$ cat config.mk
export PLATFORM = sky130hd
export DESIGN_NAME = vector_bank_ctrl
export DESIGN_NICKNAME = d
export VERILOG_FILES = /design/src/rtl/vector_bank_ctrl.sv
export SDC_FILE = /design/constraint.sdc
export NUM_CORES = 1
export LEC_CHECK = 0
export ABC_AREA = 1
export BUFFER_PORTS_ARGS = -buffer_cell sky130_fd_sc_hd__buf_2
export CAP_MARGIN = 20
export CORE_MARGIN = 4
export CORE_UTILIZATION = 49
export CTS_BUF_LIST = sky130_fd_sc_hd__clkbuf_8
export DETAILED_ROUTE_END_ITERATION = 6
export PLACE_DENSITY_LB_ADDON = 0.12
export SETUP_SLACK_MARGIN = 0.3
export SLEW_MARGIN = 20
export SYNTH_ARGS = -nofsm -noshare
export SYNTH_HDL_FRONTEND = slang
export SYNTH_SLANG_ARGS = --single-unit
$ cat constraint.sdc
create_clock -name clk -period 3.1 [get_ports clk]
set_input_delay 0.31 -clock clk [delete_from_list [all_inputs] [get_ports clk]]
set_output_delay 0.31 -clock clk [all_outputs]
set_load 0.02 [all_outputs]
$ cat src/rtl/vector_bank_ctrl.sv
// vector_bank_ctrl: double-buffer controller for the vector-list RAM.
// Builder fills the back bank while the drawer reads the front bank.
// Ports: clk, rst_n (sync, active-low)
//   builder: build_go in, build_halt out, wr_adr/wr_data in
//   RAM: ram_wr_en/ram_wr_adr/ram_wr_data (registered), ram_rd_adr (comb)
//   drawer: draw_adr, draw_done in, draw_start out
//   status: wbank, frame_cnt, redraw_cnt, overflow, state_debug
module vector_bank_ctrl #(
   parameter int ADR_WIDTH  = 16,
   parameter int DATAWIDTH  = 18,
   parameter int BANK_DEPTH = 1024
) (
   input  logic                 clk,
   input  logic                 rst_n,
   input  logic                 build_go,
   output logic                 build_halt,
   input  logic [ADR_WIDTH-1:0] wr_adr,
   input  logic [DATAWIDTH-1:0] wr_data,
   output logic                 ram_wr_en,
   output logic [ADR_WIDTH:0]   ram_wr_adr,
   output logic [DATAWIDTH-1:0] ram_wr_data,
   input  logic [ADR_WIDTH-1:0] draw_adr,
   output logic [ADR_WIDTH:0]   ram_rd_adr,
   input  logic                 draw_done,
   output logic                 draw_start,
   output logic                 wbank,
   output logic [7:0]           frame_cnt,
   output logic [7:0]           redraw_cnt,
   output logic                 overflow,
   output logic [1:0]           state_debug
);

   typedef enum logic [1:0] {
      BUILD   = 2'd0,
      BUILT   = 2'd1,
      RELEASE = 2'd2,
      ARM     = 2'd3
   } bstate_t;

   typedef enum logic {
      IDLE = 1'b0,
      DRAW = 1'b1
   } dstate_t;

   localparam logic [ADR_WIDTH:0] LP_DEPTH = (ADR_WIDTH+1)'(BANK_DEPTH);

   bstate_t                r_bstate;
   dstate_t                r_dstate;
   logic                   r_pending;
   logic                   r_wr_en;
   logic [ADR_WIDTH:0]     r_wr_adr;
   logic [DATAWIDTH-1:0]   r_wr_data;
   logic                   r_halt;
   logic                   r_draw_start;
   logic                   r_wbank;
   logic [7:0]             r_frame_cnt;
   logic [7:0]             r_redraw_cnt;
   logic                   r_overflow;

   logic                   w_in_range;
   logic                   w_wr_open;
   logic                   w_latch;
   logic                   w_swap;
   logic                   w_redraw;

   assign w_in_range = ({1'b0, wr_adr} < LP_DEPTH);
   assign w_wr_open  = (r_bstate == BUILD) || (r_bstate == ARM);

   // go and done together while building: the list is taken first and the
   // end-of-list is held so the swap follows one cycle later.
   assign w_latch  = (r_bstate == BUILD) && build_go && draw_done
                     && (r_dstate == DRAW);
   assign w_swap   = (r_bstate == BUILT)
                     && ((r_dstate == IDLE) || draw_done || r_pending);
   assign w_redraw = draw_done && (r_dstate == DRAW) && !w_swap && !w_latch;

   always_ff @(posedge clk) begin
      if (!rst_n) begin
         r_bstate     <= BUILD;
         r_dstate     <= IDLE;
         r_pending    <= 1'b0;
         r_wr_en      <= 1'b0;
         r_wr_adr     <= '0;
         r_wr_data    <= '0;
         r_halt       <= 1'b1;
         r_draw_start <= 1'b0;
         r_wbank      <= 1'b0;
         r_frame_cnt  <= 8'd0;
         r_redraw_cnt <= 8'd0;
         r_overflow   <= 1'b0;
      end else begin
         r_wr_en      <= w_wr_open && w_in_range;
         r_wr_adr     <= {r_wbank, wr_adr};
         r_wr_data    <= wr_data;
         r_draw_start <= w_swap || w_redraw;
         // halt drops only for the cycle spent in RELEASE
         r_halt       <= !w_swap;

         if (w_wr_open && !w_in_range)
            r_overflow <= 1'b1;

         if (w_redraw)
            r_redraw_cnt <= r_redraw_cnt + 8'd1;

         if (w_swap) begin
            r_wbank     <= ~r_wbank;
            r_frame_cnt <= r_frame_cnt + 8'd1;
            r_dstate    <= DRAW;
            r_pending   <= 1'b0;
         end else if (w_latch) begin
            r_pending   <= 1'b1;
         end

         unique case (r_bstate)
            BUILD:   if (build_go)  r_bstate <= BUILT;
            BUILT:   if (w_swap)    r_bstate <= RELEASE;
            RELEASE:                r_bstate <= ARM;
            ARM:     if (!build_go) r_bstate <= BUILD;
            default:                r_bstate <= BUILD;
         endcase
      end
   end

   assign build_halt  = r_halt;
   assign ram_wr_en   = r_wr_en;
   assign ram_wr_adr  = r_wr_adr;
   assign ram_wr_data = r_wr_data;
   assign ram_rd_adr  = {~r_wbank, draw_adr};
   assign draw_start  = r_draw_start;
   assign wbank       = r_wbank;
   assign frame_cnt   = r_frame_cnt;
   assign redraw_cnt  = r_redraw_cnt;
   assign overflow    = r_overflow;
   assign state_debug = r_bstate;

endmodule

After elaboration in Yosys (flattened, before gate mapping)

Index checks and enable logic that the tools add are counted.
W data, S select, Z words.

Bitwise operators: 3
Muxes and demuxes: 4
Equality and inequality tests: 6
Reduce and logical (&&, ||, !) cells: 19
$add $sub $neg: 2
$lt $le $gt $ge: 1

Operators by type and width:

| operator               | count |
|---|---|
| $add A8 B1 Y8 const B  | 2 |
| $lt A16 B11 Y1 const B | 1 |
| $logic_and A1 B1 Y1    | 9 |
| $pmux W2 S4            | 1 |
| $mux W2                | 3 |
| $ne A2 B2 Y1 const B   | 3 |
| $eq A2 B2 Y1 const B   | 2 |
| $logic_or A1 B1 Y1     | 4 |
| $logic_not A1 Y1       | 3 |
| $not A1 Y1             | 3 |
| $reduce_and A3 Y1      | 1 |
| $eq A2 B1 Y1 const B   | 1 |
| $logic_not A2 Y1       | 1 |
| $reduce_or A2 Y1       | 1 |

Word-level logic and storage cells: 47
Output and inout port bits: 75
Register bits: 60
Input port bits: 54

Logic depth before layout (Yosys ltp)

Gate-level depths: netlist of run 1.

Word-level depth: 8
Gate-level depth with buffers: 9
Gate-level depth less buffers: 9

Worst setup path before layout of run 1

No wires, ideal clock.

Path kind: register to register
Start: reg r_bstate[1] (netlist: state_debug[1])
End: reg r_redraw_cnt[6] (netlist: redraw_cnt[6])
Library setup time: 116 ps
Arrival time: 1321 ps
Cell stages (with the launch flop): 9
Period minus slack after synthesis: 1437 ps
Setup slack: 1663 ps
Cells stage by stage: dfxtp_1 -> inv_1 -> ha_1 -> nor2_4 -> nand2_4 -> clkinv_2 -> nand3_1 -> nand2_1 -> nor2_1

Longest elaborated chain between the ends: 6
Elaborated cells on any way between the ends: 10
Classes of those cells: eq/ne (1); reduce/logical (9)

RTL lines:

| element                          | RTL line | RTL |
|---|---|---|
| start: declaration               | 47       | `bstate_t r_bstate;` |
| start signal: assignment         | 79       | `r_bstate <= BUILD;` |
| start signal: assignment         | 115      | `BUILD: if (build_go) r_bstate <= BUILT;` |
| start signal: assignment         | 116      | `BUILT: if (w_swap) r_bstate <= RELEASE;` |
| $logic_not A2 Y1                 | 71       | `assign w_latch = (r_bstate == BUILD) && build_go && draw_done` |
| $logic_and A1 B1 Y1 (2 in a row) | 71       |  |
| $logic_and A1 B1 Y1              | 72       | `&& (r_dstate == DRAW);` |
| $logic_not A1 Y1                 | 75       | `assign w_redraw = draw_done && (r_dstate == DRAW) && !w_swap && !w_latch;` |
| $logic_and A1 B1 Y1 (*)          | 75       |  |
| end signal: assignment           | 103      | `r_redraw_cnt <= r_redraw_cnt + 8'd1;` |
| end: declaration                 | 57       | `logic [7:0] r_redraw_cnt;` |

Mark *: on every way between the ends. The rest lies on a longest branch, timed or not.
A chain may end at the register's enable or synchronous reset.

Final worst setup path of run 1

Ends and elaborated chain as after synthesis.

==> run metrics, run 1 <==
Initial DRC Count 83; cells after synthesis 290; crit path to redraw_cnt[6]; ant diodes 0; Yosys warnings 0; syn_area_per_cell 7.89 sq um; worst skew pair latency 0.33 ns; Die Span X 76.3 um; Critical Path Max Stage Delay 0.40 ns; CP startpoint state_debug[1]; initial antenna violation count 0; dpl hpwl 3.56 mm; Slew HR 56.3%; delay-heaviest family, CP simple AND/OR/NAND/NOR gates; post-route cell area 2910 sq um; Global Route Usage Sum ~17%; chip height between 70 and 80 um; Slew @ Worst Pin 0.655 ns; Compound-Gate Fraction of Synth Area 5.25%; Post-Route WL 4.73 mm; Worst Hold Launch wr_adr[9]; Setup Viol. Count Final 0; combinational family with the most area after synthesis simple AND/OR/NAND/NOR gates; fmax approximately 690 MHz; Synth cell types 23; vias per cell 4.35; Max Cap Viol 0; Seq/Total Area, Yosys 52.5%; placed cell count 417; Worst Setup End Kind register; Comb pwr share 22.4%; slowest CP cell dfxtp_1; pwr/cell area 735 nW/um^2; Tcrit/Tclk final between 40 and 50%; Remaining DRCs 0; Tmin final 1.44 ns; largest net degree at the start of global routing 41; reg2reg start state_debug[1]; Inserted Clock Buffers 9; Buf/Inv on CP 2; crit path cell chain inv_1 -> ha_1 -> nor2_4 -> nand2_4 -> clkinv_2 -> nand2_1 -> nand2_1 -> nand2_1 -> nor2_1; Clk network pwr share 35.0%; crit-path most repeated cell nand2_1; mapped cell area between 2000 and 2500 sq um; first-pass GRT wire length 8.11 mm; Placed Instance Area 2690 sq um; H-tree level count 3; RePlAce Congestion 0.818; CTS resizes 0; R2R Path End redraw_cnt[6]; via count 1883; CP arrival 1.70 ns; Internal 1.47 mW; crit path max fanout 8; Final Hold Fails 0; mux contribution to synthesized area 0%; fraction of layout cells with a size suffix above 1 31.8%; Fin Setup TNS 0 ns; share of power burned in registers 42.6%; area grow syn2layout 27.2%; WP data required around 3.4 ns; CTS tree done; post-route ant nets 0; total leakage power 1.70 nW; RSZ-0062 raised after global routing false; flop2flop setup slack 1.66 ns; Initial Util 51.5%; vias in the first global route 1885; status complete, no violations; Final #Nets 437; Max Slew Vio Count 0; Post-Synth Adder-Cell Area 3.83%; Core Area 4440 sq um; NetSw between 0.6 and 0.7 mW; drt wl/cell around 11 um; CTS hold repair buffers 0; Synth Area in Simple Gates between 20% and 30%; HP Class in2reg; R2R depth 9; Rows 24; Fin Hold WS 0.154 ns; Layout fillers 395; Max IR drop VDD about 0.43 mV; Root Buffer clkbuf_8; post-CTS setup buffer count 0; Clock Sinks 60; startpoint types register; DR pass1 iterations 4; switching share of power 31.5%; Syn Nets approximately 350; I/O Pins 129; port bufs 96; Layout Cells excl Fill 433; Worst path depth 9; CTS clk-pin slew, worst paths around 0.07 ns; #FFs+latches synth 60; die footprint about 5800 sq um; Synth Area in XOR/XNOR 0%; critical path class reg2reg; gr ovfl total 0; Final Skew 0.0105 ns; CTS Buffer Depth 2
-- cell type report --
| type | count | area, sq um | share of cell area (%) |
|---|---|---|---|
| well taps | 52 | 65.1 | 2.24 |
| clock inverters | 7 | 92.6 | 3.18 |
| flip-flops and latches | 60 | 1200 | 41.3 |
| repair buffers | 97 | 488 | 16.8 |
| multi-input cells | 149 | 717 | 24.6 |
| inverters | 59 | 223 | 7.65 |
| clock buffers | 9 | 124 | 4.26 |
-- tightest hold or removal path, stage by stage --
cell and delay (ns):
buf_2 0.07, nand2_1 0.04, inv_1 0.04
-- cells in the mapped netlist --
master    instances  area share (%)
nand4_1           1            0.27
nor2_1           24             3.9
nand2_4           1            0.49
dfxtp_1          60              53
o21ai_0           5             1.1
nand3b_1          1            0.33
nand2_1          70              11
o21a_1            1            0.33
nor2_4            2            0.98
nor3_1            6             1.3
ha_1              7             3.8
nand3_1          12             2.6
buf_2             3            0.66
o21bai_1          3            0.98
buf_4            16             5.3
o21ai_1           2            0.44
clkbuf_1          3            0.49
clkinv_2          1            0.22
nor2_2            1            0.27
inv_2             2            0.33
nand2_2           2            0.55
a21oi_1          11             2.4
inv_1            56             9.2
-- through the flow --
stage               utilization [%]  setup slack (ns)  total power, mW
floorplan                         -              1.66             1.28
global placement               60.6              1.65             1.41
detailed placement             60.6              1.62             1.41
CTS                            65.5              1.64             2.17
global route                   65.5              1.52             2.27
finish                         65.5              1.66             2.14
-- state kept, by name, summed over array words and instances (netlist names) --
name,count
ram_wr_adr,17
wbank,1
build_halt,1
ram_wr_en,1
r_pending,1
ram_wr_data,18
draw_start,1
frame_cnt,8
overflow,1
state_debug,2
r_dstate,1
redraw_cnt,8
-- cells by family after synthesis --
group,Yosys count
flops,60
buf+inv,81
compound gates,22
simple gates,120
fa+ha+maj,7
-- power by group through the flow --
| stage | Sequential, mW | Clock (mW) | Combinational, mW |
|---|---|---|---|
| after global placement | 0.927 | 0 | 0.481 |
| after floorplan | 1.01 | 0 | 0.268 |
| after global routing | 0.923 | 0.810 | 0.535 |
| after CTS | 0.912 | 0.770 | 0.487 |
| final | 0.911 | 0.749 | 0.479 |
| after detailed placement | 0.928 | 0 | 0.485 |
-- cell usage in the layout (no fill, tap or decap), drive strengths merged --
| cell | netlist | routed |
|---|---|---|
| nand4 | 1 | 1 |
| buf | 19 | 97 |
| clkinv | 1 | 3 |
| clkbuf | 3 | 9 |
| o21ai | 7 | 7 |
| ha | 7 | 7 |
| nor2 | 27 | 27 |
| nand3b | 1 | 1 |
| nand3 | 12 | 12 |
| nor3 | 6 | 6 |
| dfxtp | 60 | 60 |
| o21bai | 3 | 3 |
| a21oi | 11 | 11 |
| inv | 58 | 59 |
| clkinvlp | 0 | 2 |
| o21a | 1 | 1 |
| nand2 | 73 | 73 |
| bufinv | 0 | 2 |
-- how the worst min path moves through the flow --
stage,cells past startpoint,endpoint
2_1_floorplan,2,ram_wr_adr[10]
3_3_place_gp,1,r_pending
6_report,3,ram_wr_adr[9]
3_5_place_dp,1,r_pending
4_1_cts,3,ram_wr_data[11]
5_1_grt,3,ram_wr_adr[7]
-- routing by layer --
metal  GRT usage, %  wire (um)  up-vias
li1               -          -     1019
met1           17.8       1970      787
met2           29.6       2180       63
met3           7.33        462       14
met4           9.42        116        0
met5              0          0        -
Power figures use the tool's default switching activity.
==> run 2: changes to the inputs <==
CORE_UTILIZATION = 45   (was 49)
clock period = 1.35 ns   (was 3.1 ns; I/O delays follow)
==> run 2 against run 1 <==
  * Clock power increased by 96%
  * Register-to-register slack got worse by 1.5 ns
  * First-iteration DRC count decreased by 35%
  * Flip-flop and latch count unchanged
  * Critical path type unchanged
  * Highest routed layer unchanged
==> run metrics, run 2 (synthesis results as in run 1) <==
DR pass1 iterations 4; Initial DRC Count 54; crit path max fanout 4; Setup Viol. Count Final 0; Clock Sinks 60; gr ovfl total 0; largest net degree at the start of global routing 29; chip height ~79 um; port bufs 96; area grow syn2layout 55.2%; Post-Route WL 5.53 mm; R2R depth 8; Remaining DRCs 0; die footprint 6290 sq um; post-route cell area 3550 sq um; ant diodes 0; CP arrival 1.43 ns; M1 wire length 2.14 mm; max FFs per register 18; worst skew pair latency 0.32 ns; Worst Setup End Kind register; max layer used met4; H-tree level count 3; Inserted Clock Buffers 9; Final WS setup 0.139 ns; most frequent cells in the layout 91 x buf_2, 62 x nand2_1, 54 x inv_1; Die Span X 79.3 um; Max IR drop VDD 0.772 mV; Core Area 4820 sq um; status complete, no violations; Fin Setup TNS 0 ns; Final Util about three quarters; HP Class in2reg; Global Route Usage Sum a little under a fifth; CTS tree done; Max Slew Vio Count 0; Slew @ Worst Pin 0.268 ns; DR WL met2 between 2 and 3 mm; dpl hpwl between 3 and 4 mm; CTS Buffer Depth 2; Final #Nets 480; Final Hold Fails 0; Layout Cells excl Fill 491; post-route ant nets 0; Initial Util 47.5%; Final Skew 0.00476 ns; Layout fillers 377; Tmin final 1.21 ns; vias in the first global route about 2100; critical path class reg2reg; CTS clk-pin slew, worst paths 0.06 ns; Root Buffer clkbuf_8; placed cell count 433; WP data required between 1.5 and 2 ns; fraction of layout cells with a size suffix above 1 41.5%; startpoint types register; first-pass GRT wire length 8.86 mm; fmax 826 MHz; WHS Path Cells 3; I/O Pins 129; Placed Instance Area 2820 sq um; commonest non-fill, non-tap cell in the layout buf_2; Tcrit/Tclk final 89.7%; RSZ-0062 raised after global routing true; Max Cap Viol 0; Place WS between 0.09 and 0.1 ns; DR WL met3 459 um; initial antenna violation count 0; Rows 25; pwr/cell area approximately 1500 nW/um^2; RePlAce Congestion 0.806; vias per cell 4.36; Slew HR 82.1%; drt wl/cell 11.3 um; via count 2141; total leakage power 1.95 nW
-- run 2: worst max-delay path: stages (launching register included) --
cell	delay, ns
dfxtp_4	0.39
inv_4	0.05
ha_4	0.16
inv_2	0.04
nor2_2	0.03
a21oi_2	0.14
nand2_2	0.09
nor3_2	0.15
nor2_1	0.06
-- run 2: per-layer routing --
layer  GRT usage, %  vias up
met5              0        -
met4           10.1        0
met3           7.60       15
met2           32.4       71
met1           17.6      942
li1               -     1113
-- run 2: path summary, 6_finish.rpt --
check	from	end	slack (ns)
worst max-delay path	state_debug[0]	state_debug[0]	0.14
worst min-delay path	rst_n	ram_wr_adr[12]	0.16
worst max register to register	state_debug[0]	state_debug[0]	0.14
worst min register to register	wbank	wbank	0.46
-- run 2: area by class of cell --
cell class	count	area, sq um	area share, %
clock inverters	7	58.8	1.66
flip-flops and latches	60	1230	34.8
clock buffers	9	124	3.49
well taps	67	83.8	2.36
multi-input cells	149	885	24.9
repair buffers	140	920	25.9
inverters	59	244	6.87
-- run 2: what timing repair did --
item | in CTS | in global routing
resized for setup | 15 | 31
setup endpoints to repair | 23 | 30
pin swaps | 10 | 9
hold endpoints to repair | 34 | 0
gates cloned | 0 | 0
buffers inserted | 4 | 4
hold buffers | 34 | 0
-- run 2: power by group --
group          internal (mW)  switching [mW]  total, mW
combinational          0.787           0.988       1.77
sequential              2.00           0.162       2.16
clock                  0.829           0.644       1.47
total                   3.62            1.79       5.41
-- run 2: per-stage QoR --
step	hold slack, ns	total power, mW
after global placement	0.270	3.46
after CTS	0.148	5.24
after floorplan	0.228	3.16
after detailed placement	0.270	3.49
final	0.157	5.41
after global routing	0.175	5.76
==> run 3: changes to the inputs <==
CORE_UTILIZATION = 43   (was 45)
CTS_BUF_LIST = unset   (was sky130_fd_sc_hd__clkbuf_8)
==> run 3 against run 2 <==
  * Final cell count did not move
  * Design area fell by 1.4%
  * Register-to-register slack barely moved
  * Largest cell class unchanged
  * Highest routed layer unchanged
==> run metrics, run 3 (synthesis results as in run 1) <==
reg2reg start state_debug[1]; vias in the first global route 1982; fmax roughly 830 MHz; CP arrival 1.46 ns; Slew HR 77.6%; H-tree level count 3; RePlAce Congestion 0.737; Die Span X 80.9 um; startpoint types register; initial antenna violation count 0; HP Class in2reg; Final Hold Fails 0; fraction of layout cells with a size suffix above 1 between 40% and 50%; Initial Util 44.5%; first-pass GRT wire length 8.76 mm; vias per cell approximately 4.3; CTS clk-pin slew, worst paths 0.06 ns; crit path max fanout 4; total leakage power 1.89 nW; area grow syn2layout 53.1%; largest net degree at the start of global routing 23; Initial DRC Count 66; Tcrit/Tclk final about nine tenths; Remaining DRCs 0; ant diodes 0; Root Buffer clkbuf_8; Clock Sinks 60; I/O Pins 129; Tmin final 1.21 ns; Inserted Clock Buffers 9; flop2flop setup slack roughly 0.14 ns; Core Area 5140 sq um; Fin Hold WS 0.0272 ns; CTS tree done; Global Route Usage Sum 17.6%; post-route ant nets 0; max FFs per register 18; critical path class reg2reg; Worst Hold Launch wr_adr[13]; Max IR drop VDD 1.02 mV; gr ovfl total 0; Setup Viol. Count Final 0; WHS Endpoint ram_wr_adr[13]; via count 2118; Post-Route WL 5.61 mm; WHS Path Cells 3; RSZ-0062 raised after global routing true; die footprint 6550 sq um; dpl hpwl 3.57 mm; Final #Nets 477; Worst Setup End Kind register; pwr/cell area 1520 nW/um^2; R2R Path End redraw_cnt[3]; status complete, no violations; chip height 80.9 um; Max Slew Vio Count 0; Final Skew 0.00525 ns; Max Cap Viol 0; DR pass1 iterations 4; CTS Buffer Depth 2; commonest non-fill, non-tap cell in the layout buf_2; R2R depth 8; drt wl/cell about 11 um; WP data required 1.60 ns; Slew @ Worst Pin about 0.34 ns; port bufs 96; Rows 26; Fin Setup TNS 0 ns; most frequent cells in the layout 88 x buf_2, 65 x nand2_1, 51 x inv_1; worst skew pair latency 0.32 ns
[run 3: area by class of cell]
cell class              instances  area (sq um)
fillers                       441          1640
flip-flops and latches         60          1240
repair buffers                137           911
multi-input cells             149           833
inverters                      59           236
clock buffers                  13           180
well taps                      70          87.6
clock inverters                 3          16.3
[run 3: worst max-delay path, stage by stage (launching register included)]
cell and delay, ns:
dfxtp_4 0.36, inv_4 0.05, ha_4 0.17, nor2_4 0.13, buf_4 0.12, nand3b_1 0.09
nand2_1 0.08, nand2_1 0.05, a21oi_1 0.10
[run 3: routing by layer]
metal  share of wire (%)  global-route usage [%]  wire [um]
met1                  42                    19.7       2330
met2                  48                    28.2       2710
met3                 8.8                    9.20        495
met4                 1.3                    7.09         74
met5                   0                       0          0
[run 3: repair_timing]
| item | in CTS | in global routing |
|---|---|---|
| pin swaps | 4 | 12 |
| setup endpoints to repair | 23 | 32 |
| resized for setup | 3 | 35 |
| hold endpoints to repair | 33 | 0 |
| hold buffers | 33 | 0 |
| setup buffers | 2 | 4 |
[run 3: worst max path at each step]
stage	to	from	cells past startpoint	slack, ns
after floorplan	state_debug[0]	state_debug[0]	8	0.13
after global placement	state_debug[0]	state_debug[0]	8	0.14
after detailed placement	state_debug[0]	state_debug[0]	8	0.1
after CTS	redraw_cnt[7]	state_debug[1]	9	0.14
after global routing	redraw_cnt[7]	state_debug[1]	9	0.03
final	redraw_cnt[3]	state_debug[1]	8	0.14
[run 3: stage by stage]
stage / utilization (%) / std cells / cell area (sq um) / setup slack, ns / total power [mW]
2_1_floorplan: - / 290 / 2380 / 0.127 / 3.16
3_3_place_gp: 55.1 / 436 / 2830 / 0.140 / 3.47
3_5_place_dp: 55.1 / 436 / 2830 / 0.0987 / 3.49
4_1_cts: 65.8 / 487 / 3380 / 0.138 / 5.15
5_1_grt: 68.1 / 491 / 3500 / 0.0256 / 5.65
6_report: 68.1 / 491 / 3500 / 0.142 / 5.32
[run 3: where the power goes]
group          internal, mW  switching [mW]  leakage (nW)
Clock                 0.874           0.654         0.105
Sequential             2.01           0.159         0.504
Combinational         0.712           0.913          1.29
Total                  3.59            1.73          1.89
